$ cat src/rtl/dlfloat_mac_stream.sv
// dlfloat_mac_stream: streaming DLFloat16 multiply-accumulate engine.
// Operand beats in over valid/ready, result framed out as two bytes.
module dlfloat_mac_stream #(
  parameter int IN_W    = 16,
  parameter int ACC_LEN = 4
) (
  input  logic            clk,
  input  logic            rst_n,
  input  logic            in_valid,
  input  logic [IN_W-1:0] in_data,
  output logic            in_ready,
  input  logic            clear,
  output logic            out_valid,
  output logic [7:0]      out_byte,
  output logic            out_last
);

  typedef enum logic [2:0] {
    LOAD_A, LOAD_B, MUL, ACC, SEND_HI, SEND_LO
  } state_t;

  localparam logic        NARROW = (IN_W == 8);
  localparam logic [7:0]  LEN    = 8'(ACC_LEN);
  localparam logic [15:0] NAN    = 16'hFFFF;

  state_t      state;
  logic [15:0] opa, opb, prod, acc, result;
  logic [7:0]  cnt, cnt_nx;
  logic [7:0]  part;
  logic        half;
  logic [15:0] din16, word;
  logic        beat_done;

  // exponent range handling shared by multiply and add
  function automatic logic [15:0] sat_pack(
    input logic              s,
    input logic signed [7:0] e,
    input logic [8:0]        m
  );
    if (e > 8'sd62)
      sat_pack = {s, 6'h3F, 9'h1FE};
    else if (e < 8'sd1)
      sat_pack = 16'h0000;
    else
      sat_pack = {s, e[5:0], m};
  endfunction

  // narrow bus: first beat is the high byte, held in part
  assign din16     = 16'(in_data);
  assign word      = NARROW ? {part, din16[7:0]} : din16;
  assign beat_done = !NARROW || half;
  assign cnt_nx    = cnt + 8'd1;

  logic [19:0]       mp;
  logic signed [7:0] me;
  logic [8:0]        mm;
  logic [15:0]       mul_res;
  logic              unused_bits;

  assign unused_bits = ^mp[8:0];

  // truncating multiply of the two latched operands
  always_comb begin
    mp = 20'({1'b1, opa[8:0]}) * 20'({1'b1, opb[8:0]});
    me = $signed({2'b00, opa[14:9]})
       + $signed({2'b00, opb[14:9]}) - 8'sd31;
    mm = mp[17:9];
    if (mp[19]) begin
      mm = mp[18:10];
      me = me + 8'sd1;
    end
    if (opa == NAN || opb == NAN)
      mul_res = NAN;
    else if (opa == 16'h0 || opb == 16'h0)
      mul_res = 16'h0000;
    else
      mul_res = sat_pack(opa[15] ^ opb[15], me, mm);
  end

  logic [15:0]       big, sml;
  logic [5:0]        ed;
  logic [9:0]        mb, ms, adif;
  logic [10:0]       asum;
  logic [3:0]        lz;
  logic signed [7:0] ae;
  logic [8:0]        am;
  logic [15:0]       add_res;

  // aligned add/subtract of product into accumulator
  always_comb begin
    if (acc[14:0] >= prod[14:0]) begin
      big = acc;
      sml = prod;
    end else begin
      big = prod;
      sml = acc;
    end
    ed   = big[14:9] - sml[14:9];
    mb   = {1'b1, big[8:0]};
    ms   = (ed > 6'd10) ? 10'd0
         : ({1'b1, sml[8:0]} >> ed);
    asum = {1'b0, mb} + {1'b0, ms};
    adif = mb - ms;
    ae   = $signed({2'b00, big[14:9]});
    am   = asum[8:0];
    lz   = 4'd0;
    if (big[15] == sml[15]) begin
      if (asum[10]) begin
        am = asum[9:1];
        ae = ae + 8'sd1;
      end
    end else begin
      for (int i = 0; i < 10; i++)
        if (adif[i]) lz = 4'(9 - i);
      am = 9'(adif << lz);
      ae = ae - $signed({4'b0000, lz});
    end
    if (acc == NAN || prod == NAN)
      add_res = NAN;
    else if (acc == 16'h0)
      add_res = prod;
    else if (prod == 16'h0)
      add_res = acc;
    else if (big[15] != sml[15] && adif == 10'd0)
      add_res = 16'h0000;
    else
      add_res = sat_pack(big[15], ae, am);
  end

  // control FSM with operand, accumulator and result registers
  always_ff @(posedge clk or negedge rst_n) begin
    if (!rst_n) begin
      state  <= LOAD_A;
      opa    <= 16'h0;
      opb    <= 16'h0;
      prod   <= 16'h0;
      acc    <= 16'h0;
      cnt    <= 8'd0;
      result <= 16'h0;
      part   <= 8'h0;
      half   <= 1'b0;
    end else if (clear) begin
      state <= LOAD_A;
      acc   <= 16'h0;
      cnt   <= 8'd0;
      half  <= 1'b0;
    end else begin
      unique case (state)
        LOAD_A, LOAD_B: begin
          if (in_valid) begin
            if (!beat_done) begin
              part <= din16[7:0];
              half <= 1'b1;
            end else begin
              half <= 1'b0;
              if (state == LOAD_A) begin
                opa   <= word;
                state <= LOAD_B;
              end else begin
                opb   <= word;
                state <= MUL;
              end
            end
          end
        end
        MUL: begin
          prod  <= mul_res;
          state <= ACC;
        end
        ACC: begin
          acc <= add_res;
          cnt <= cnt_nx;
          if (cnt_nx == LEN) begin
            result <= add_res;
            state  <= SEND_HI;
          end else begin
            state <= LOAD_A;
          end
        end
        SEND_HI: state <= SEND_LO;
        SEND_LO: begin
          acc   <= 16'h0;
          cnt   <= 8'd0;
          state <= LOAD_A;
        end
        default: state <= LOAD_A;
      endcase
    end
  end

  assign in_ready  = (state == LOAD_A) || (state == LOAD_B);
  assign out_valid = (state == SEND_HI) || (state == SEND_LO);
  assign out_last  = (state == SEND_LO);

  // result byte select for the output frame
  always_comb begin
    out_byte = 8'h00;
    unique case (1'b1)
      state == SEND_HI: out_byte = result[15:8];
      state == SEND_LO: out_byte = result[7:0];
      default: ;
    endcase
  end

endmodule
$ cat config.mk
export PLATFORM = sky130hd
export DESIGN_NAME = dlfloat_mac_stream
export DESIGN_NICKNAME = d
export VERILOG_FILES = /design/src/rtl/dlfloat_mac_stream.sv
export SDC_FILE = /design/constraint.sdc
export NUM_CORES = 1
export LEC_CHECK = 0
export CAP_MARGIN = 0
export CELL_PAD_IN_SITES_DETAIL_PLACEMENT = 1
export CELL_PAD_IN_SITES_GLOBAL_PLACEMENT = 1
export CORE_UTILIZATION = 53
export DETAILED_ROUTE_END_ITERATION = 12
export MAX_ROUTING_LAYER = met4
export PLACE_DENSITY_LB_ADDON = 0.1
export REMOVE_ABC_BUFFERS = 1
export SLEW_MARGIN = 5
export SYNTH_ARGS = -nofsm -noshare
export SYNTH_HDL_FRONTEND = slang
export SYNTH_SLANG_ARGS = --single-unit
$ cat constraint.sdc
create_clock -name clk -period 26.2 [get_ports clk]
set_input_delay 3.93 -clock clk [delete_from_list [all_inputs] [get_ports clk]]
set_output_delay 3.93 -clock clk [all_outputs]
set_load 0.05 [all_outputs]
==> metrics.md, run 1 <==
| Metric | Value |
|---|---|
| Top post-synthesis cells by area | dfrtp_1, ha_1, fa_1, nand2_1, a21oi_1 |
| Skew final | around 16 ps |
| Final period utilization | 0.358 |
| CTS tree | yes |
| Slew HR | 0.212 |
| Via count | 11100 |
| Final setup margin | 16810 ps |
| FF-to-FF path depth | 36 |
| Reg-to-reg critical path startpoint | prod[9]$_DFFE_PN0P_ |
| Layout Area Growth over Synthesis | 6.18% |
| Vias in the first global route | between 10000 and 15000 |
| Ports | 31 |
| Clk slew on worst S/H paths | 70 ps |
| Fin area | 12400 um2 |
| Core area | 21300 um2 |
| Die height | 150 um |
| Post-CTS sizing | 0 |
| Commonest cells post-synth | nand2_1, nor2_1, inv_1 |
| Nets | 1601 |
| Least-Margin Pin Slew | 1180 ps |
| Crit path DAT | approximately 9600 ps |
| Max Buffers Root-to-Sink | 2 |
| Number of buffers created by CTS | 9 |
| Sequential area share after synthesis | 0.196 |
| Critical path's largest stage delay | approximately 810 ps |
| CP Launch Type | flip-flop |
| Clock insertion delay at the later pin of the skew report | 360 ps |
| Detailed Route Iter0 Violations | 668 |
| Drt wl/cell | 23.7 um |
| Syn_area_per_cell | 8.09 um2 |
| Initial antenna violation count | 0 |
| Place WS | 17010 ps |
| Synth Register Bits | 91 |
| GPL Wtd Cong | 0.995 |
| Mapped cell area | around 12000 um2 |
| Synth Instances | around 1400 |
| CTS Hold Bufs | 0 |
| Root buffer cell | clkbuf_16 |
| Reg2reg end | acc[5]$_DFFE_PN0P_ |
| Cell with the most instances after synthesis | nand2_1 |
| Detail Placement HPWL | 31400 um |
| Postcts setup bufs | 0 |
| Fmax | between 0.1 and 0.15 GHz |
| Setup TNS Final | 0 ps |
| CTS sink cnt | 91 |
| Worst setup path startpoint | prod[9]$_DFFE_PN0P_ |
| Total die area | 22600 um2 |
| M1 GR Usage | 0.420 |
| Final setup violation count | 0 |
| Share of flip-flops with an asynchronous set or reset | 1.00 |
| Critical path endpoint category | flip-flop |
| Starting Density | 0.547 |
| Critical Path RT | 26430 ps |
| H-tree Lvls | 3 |
| # diodes | 0 |
| Global-route wire length before repair | 63200 um |
| Placed cell areas | 12000 um2 |
| Kind of critical path | flip-flop to flip-flop |
| Rows | 53 |
| ANT nets after route | 0 |
| Hold Crit Class | flip-flop to flip-flop |
| Yosys warns | 0 |
| Gr busiest metal | met2 |
| RSZ-0062 raised after global routing | no |
| R2r setup slk | roughly 17000 ps |
| Die Wd | between 150 and 200 um |
| Number of synthesized flops with an enable pin | 0 |
| Gr usage total | 0.379 |
| Met3 GRT Util | 0.0379 |
| Fin. max-slew vios | 0 |
| Layout cell share with drive strength beyond 1 | 0.0657 |
| Capture point of the worst path | acc[5]$_DFFE_PN0P_ |
| Status | complete, no violations |
| Via/cell ratio | roughly 6.5 |
| Util after Layout | 0.580 |
| Cell taking the most area after synthesis | dfrtp_1 |
| Largest net degree at the start of global routing | 53 |
| Final hold vios | 0 |
| DRC viols | 0 |
| Minimum clock period | 9390 ps |
| Slowest CP cell | o21a_1 |
| Crit-path max FO | 26 |
| PortBufs | 30 |
| Drt total wl | 40100 um |
| Yosys top cell area share | 0.196 |
| Routing usage on met2 | 0.671 |
| Drt first pass iters | 5 |
| Cell variety after synth | 92 |
| Max Cap Violations | 0 |
| Total grt overflow | 0 |
| Top_reg_cell synth | dfrtp_1 |
worst min-delay path by stage:
| stage | startpoint | depth (start not counted) | slack, ps | end |
|---|---|---|---|---|
| after CTS | result[8]$_DFFE_PN0P_ | 1 | 510 | result[8]$_DFFE_PN0P_ |
| after global routing | result[8]$_DFFE_PN0P_ | 1 | 520 | result[8]$_DFFE_PN0P_ |
| after global placement | result[8]$_DFFE_PN0P_ | 1 | 480 | result[8]$_DFFE_PN0P_ |
| after detailed placement | result[0]$_DFFE_PN0P_ | 1 | 500 | result[0]$_DFFE_PN0P_ |
| final | result[8]$_DFFE_PN0P_ | 1 | 510 | result[8]$_DFFE_PN0P_ |
| after floorplan | result[15]$_DFFE_PN0P_ | 2 | 450 | result[15]$_DFFE_PN0P_ |
worst max-delay path: cells and delay by family (launching register included):
family | cells | cell delay [ps]
AO/OA/AOI/OAI | 17 | 3970
XOR/XNOR | 2 | 1170
adder cells (fa/ha/maj) | 5 | 1820
buffers and inverters | 2 | 250
flip-flops | 1 | 420
AND/OR/NAND/NOR | 10 | 1580
sequential cells by signal, indices dropped and copies added (netlist names):
| signal | count |
|---|---|
| prod | 16 |
| cnt | 8 |
| opa | 16 |
| result | 16 |
| acc | 16 |
| state | 3 |
| opb | 16 |
stage by stage:
stage	hold WS [ps]	instances
after floorplan	449	1360
after global placement	482	1675
after detailed placement	499	1675
after CTS	512	1690
after global routing	515	1690
final	507	1690
layout by cell type (no fill, tap or decap), types with 22 or more instances in the layout:
master,Yosys,routed
a21oi_1,100,100
and2_1,52,52
clkdlybuf4s50_1,0,29
dfrtp_1,91,91
fa_1,65,65
ha_1,105,105
inv_1,109,109
mux2_2,35,35
nand2_1,138,138
nand3_1,31,31
nand4_1,26,26
nor2_1,126,126
nor3_1,30,29
nor4_1,23,22
o21ai_0,86,86
xnor2_1,35,35
layer usage:
| layer | part of all wire | routed length, um |
|---|---|---|
| met1 | 0.39 | 15600 |
| met2 | 0.52 | 20700 |
| met3 | 0.040 | 1590 |
| met4 | 0.056 | 2250 |
| met5 | 0 | 0 |
cell families after synthesis:
group	count (synthesis)	synth area share
DFF	91	0.196
xor gates and xnor gates	46	0.0353
AOI/OAI and AO/OA	361	0.200
and+or+nand+nor	523	0.225
buffers and inverters	191	0.0652
muxes	57	0.0539
adders and majority gates	170	0.225
cell type report:
| class | count | area (um2) |
|---|---|---|
| well taps | 275 | 344 |
| multi-input cells | 1157 | 8630 |
| clock buffers | 10 | 229 |
| inverters | 112 | 420 |
| fillers | 2602 | 8930 |
| repair buffers | 40 | 373 |
| flip-flops and latches | 91 | 2280 |
| clock inverters | 5 | 85.1 |
Power of run 1 is left out: the tool's default activity adds up to more than one toggle a clock period on the data nets, which glitch-free logic cannot reach.
==> run 2: changes to the inputs <==
--- a/config.mk
+++ b/config.mk
@@ -8,7 +8,7 @@
 export CAP_MARGIN = 0
 export CELL_PAD_IN_SITES_DETAIL_PLACEMENT = 1
 export CELL_PAD_IN_SITES_GLOBAL_PLACEMENT = 1
-export CORE_UTILIZATION = 53
+export CORE_UTILIZATION = 44
 export DETAILED_ROUTE_END_ITERATION = 12
 export MAX_ROUTING_LAYER = met4
 export PLACE_DENSITY_LB_ADDON = 0.1
==> constraint.sdc (replaced) <==
create_clock -name clk -period 7.7 [get_ports clk]
set_input_delay 1.155 -clock clk [delete_from_list [all_inputs] [get_ports clk]]
set_output_delay 1.155 -clock clk [all_outputs]
set_load 0.05 [all_outputs]
==> metrics.md, run 2 (synthesis gave the netlist of run 1 again) <==
| Metric | Value |
|---|---|
| Status | complete, no violations |
| Detail Placement HPWL | about 32000 um |
| Non-Filler Instances | 1890 |
| Drt first pass iters | 5 |
| Fin. max-slew vios | 0 |
| CP bufs+invs | 5 |
| Initial antenna violation count | 0 |
| Total die area | 27100 um2 |
| Post-placement cell count | 1859 |
| Nets | ~1700 |
| Starting Density | 0.448 |
| Kind of critical path | flip-flop to flip-flop |
| Critical path endpoint category | flip-flop |
| Layout cell share with drive strength beyond 1 | 0.186 |
| # diodes | 0 |
| Detailed Route Iter0 Violations | approximately 600 |
| Crit path DAT | 7720 ps |
| GPL Wtd Cong | 0.970 |
| Final setup violation count | 0 |
| Hold wc startpoint | result[15]$_DFFE_PN0P_ |
| Worst hold margin | 495 ps |
| Die Wd | 165 um |
| PortBufs | 30 |
| ANT nets after route | 0 |
| Vias in the first global route | ~12000 |
| Met3 GRT Util | 0.0281 |
| Most frequent cells in the layout | buf_4, nand2_1, nor2_1 |
| Root buffer cell | clkbuf_16 |
| H-tree Lvls | 3 |
| M1 GR Usage | 0.353 |
| Die height | 165 um |
| DRC viols | 0 |
| CTS tree | yes |
| CP Launch Type | flip-flop |
| Global-route wire length before repair | around 64000 um |
| Reg-to-reg critical path startpoint | acc[12]$_DFFE_PN0P_ |
| Gr busiest metal | met2 |
| Largest delay share family, worst path | compound AO/OA/AOI/OAI gates |
| Place WS | -236 ps |
| Drt wl/cell | 21.4 um |
| Largest net degree at the start of global routing | 57 |
| Gr usage total | 0.313 |
| Final period utilization | 0.971 |
| CTS sink cnt | 91 |
| Worst setup path startpoint | acc[12]$_DFFE_PN0P_ |
| Critical Path RT | 7940 ps |
| Critical path's largest stage delay | 420 ps |
| Number of buffers created by CTS | 9 |
| Core area | 26000 um2 |
| Commonest non-fill, non-tap cell in the layout | buf_4 |
| Slowest CP cell | dfrtp_1 |
| Least-Margin Pin Slew | 914 ps |
| Clock insertion delay at the later pin of the skew report | about 360 ps |
| Layout Area Growth over Synthesis | 18.8% |
| Via/cell ratio | 6.00 |
| Final hold vios | 0 |
| Routing usage on met2 | 0.564 |
| Total grt overflow | 0 |
| Rows | between 50 and 60 |
| Crit-path max FO | 19 |
| Fmax | 0.134 GHz |
| Slew HR | 0.387 |
| Skew final | 11.8 ps |
| Ports | 31 |
| Max Buffers Root-to-Sink | 2 |
| Util after Layout | 0.532 |
| Hold Crit Class | flip-flop to flip-flop |
| Via count | roughly 11000 |
| Final setup margin | 222 ps |
| Clk slew on worst S/H paths | about 80 ps |
| Drt total wl | 40500 um |
| Max Cap Violations | 0 |
| Minimum clock period | 7480 ps |
run 2: cell types whose count changed in the layout (fill, tap and decap cells not counted), moves of 8 or more:
cell,delta
a21oi_1,-8
a21oi_2,+8
buf_4,+135
ha_1,-11
ha_4,+8
run 2: per-stage QoR:
stage / instance area, um2 / setup TNS (ps)
detailed placement: 13100 / -2380
global route: 13800 / -1440
CTS: 13400 / 0
finish: 13800 / 0
global placement: 13100 / 0
floorplan: 11300 / -12560
run 2: timing repair:
item                                    4_1_cts  5_1_grt
resized for setup                             8       64
endpoints found under the hold margin         0        0
endpoints found under the setup margin       28       32
buffers inserted                              3       12
hold buffers                                  0        0
pin swaps                                     2       20
run 2: tightest hold or removal path: cells and delay by family, from the launching register on:
family             cells  cell delay [ps]
DFF                    1              350
AOI/OAI and AO/OA      1               60
and+or+nand+nor        1               50
run 2: layer usage:
layer  share of wire  routed length [um]
met1            0.41               16500
met2            0.52               21200
met3           0.029                1170
met4           0.040                1630
met5               0                   0
run 2: area by class of cell:
type	instances	area (um2)
Fill cell	3173	12200
Multi-Input combinational cell	1157	8960
Sequential cell	91	2280
Timing Repair Buffer	179	1440
Inverter	112	420
Tap cell	335	419
Clock buffer	10	229
Clock inverter	6	72.6
run 2: path summary, 6_finish.rpt:
check | slack [ps] | depth (start not counted) | to
setup / recovery | 220 | 41 | result[8]$_DFFE_PN0P_
hold / removal | 500 | 2 | result[15]$_DFFE_PN0P_
setup reg to reg | 220 | 41 | result[8]$_DFFE_PN0P_
hold reg to reg | 500 | 2 | result[15]$_DFFE_PN0P_
max in group asynchronous | 5820 | 2 | opb[5]$_DFFE_PN0P_
min in group asynchronous | 750 | 1 | result[13]$_DFFE_PN0P_
Power of run 2 is left out for the same reason.
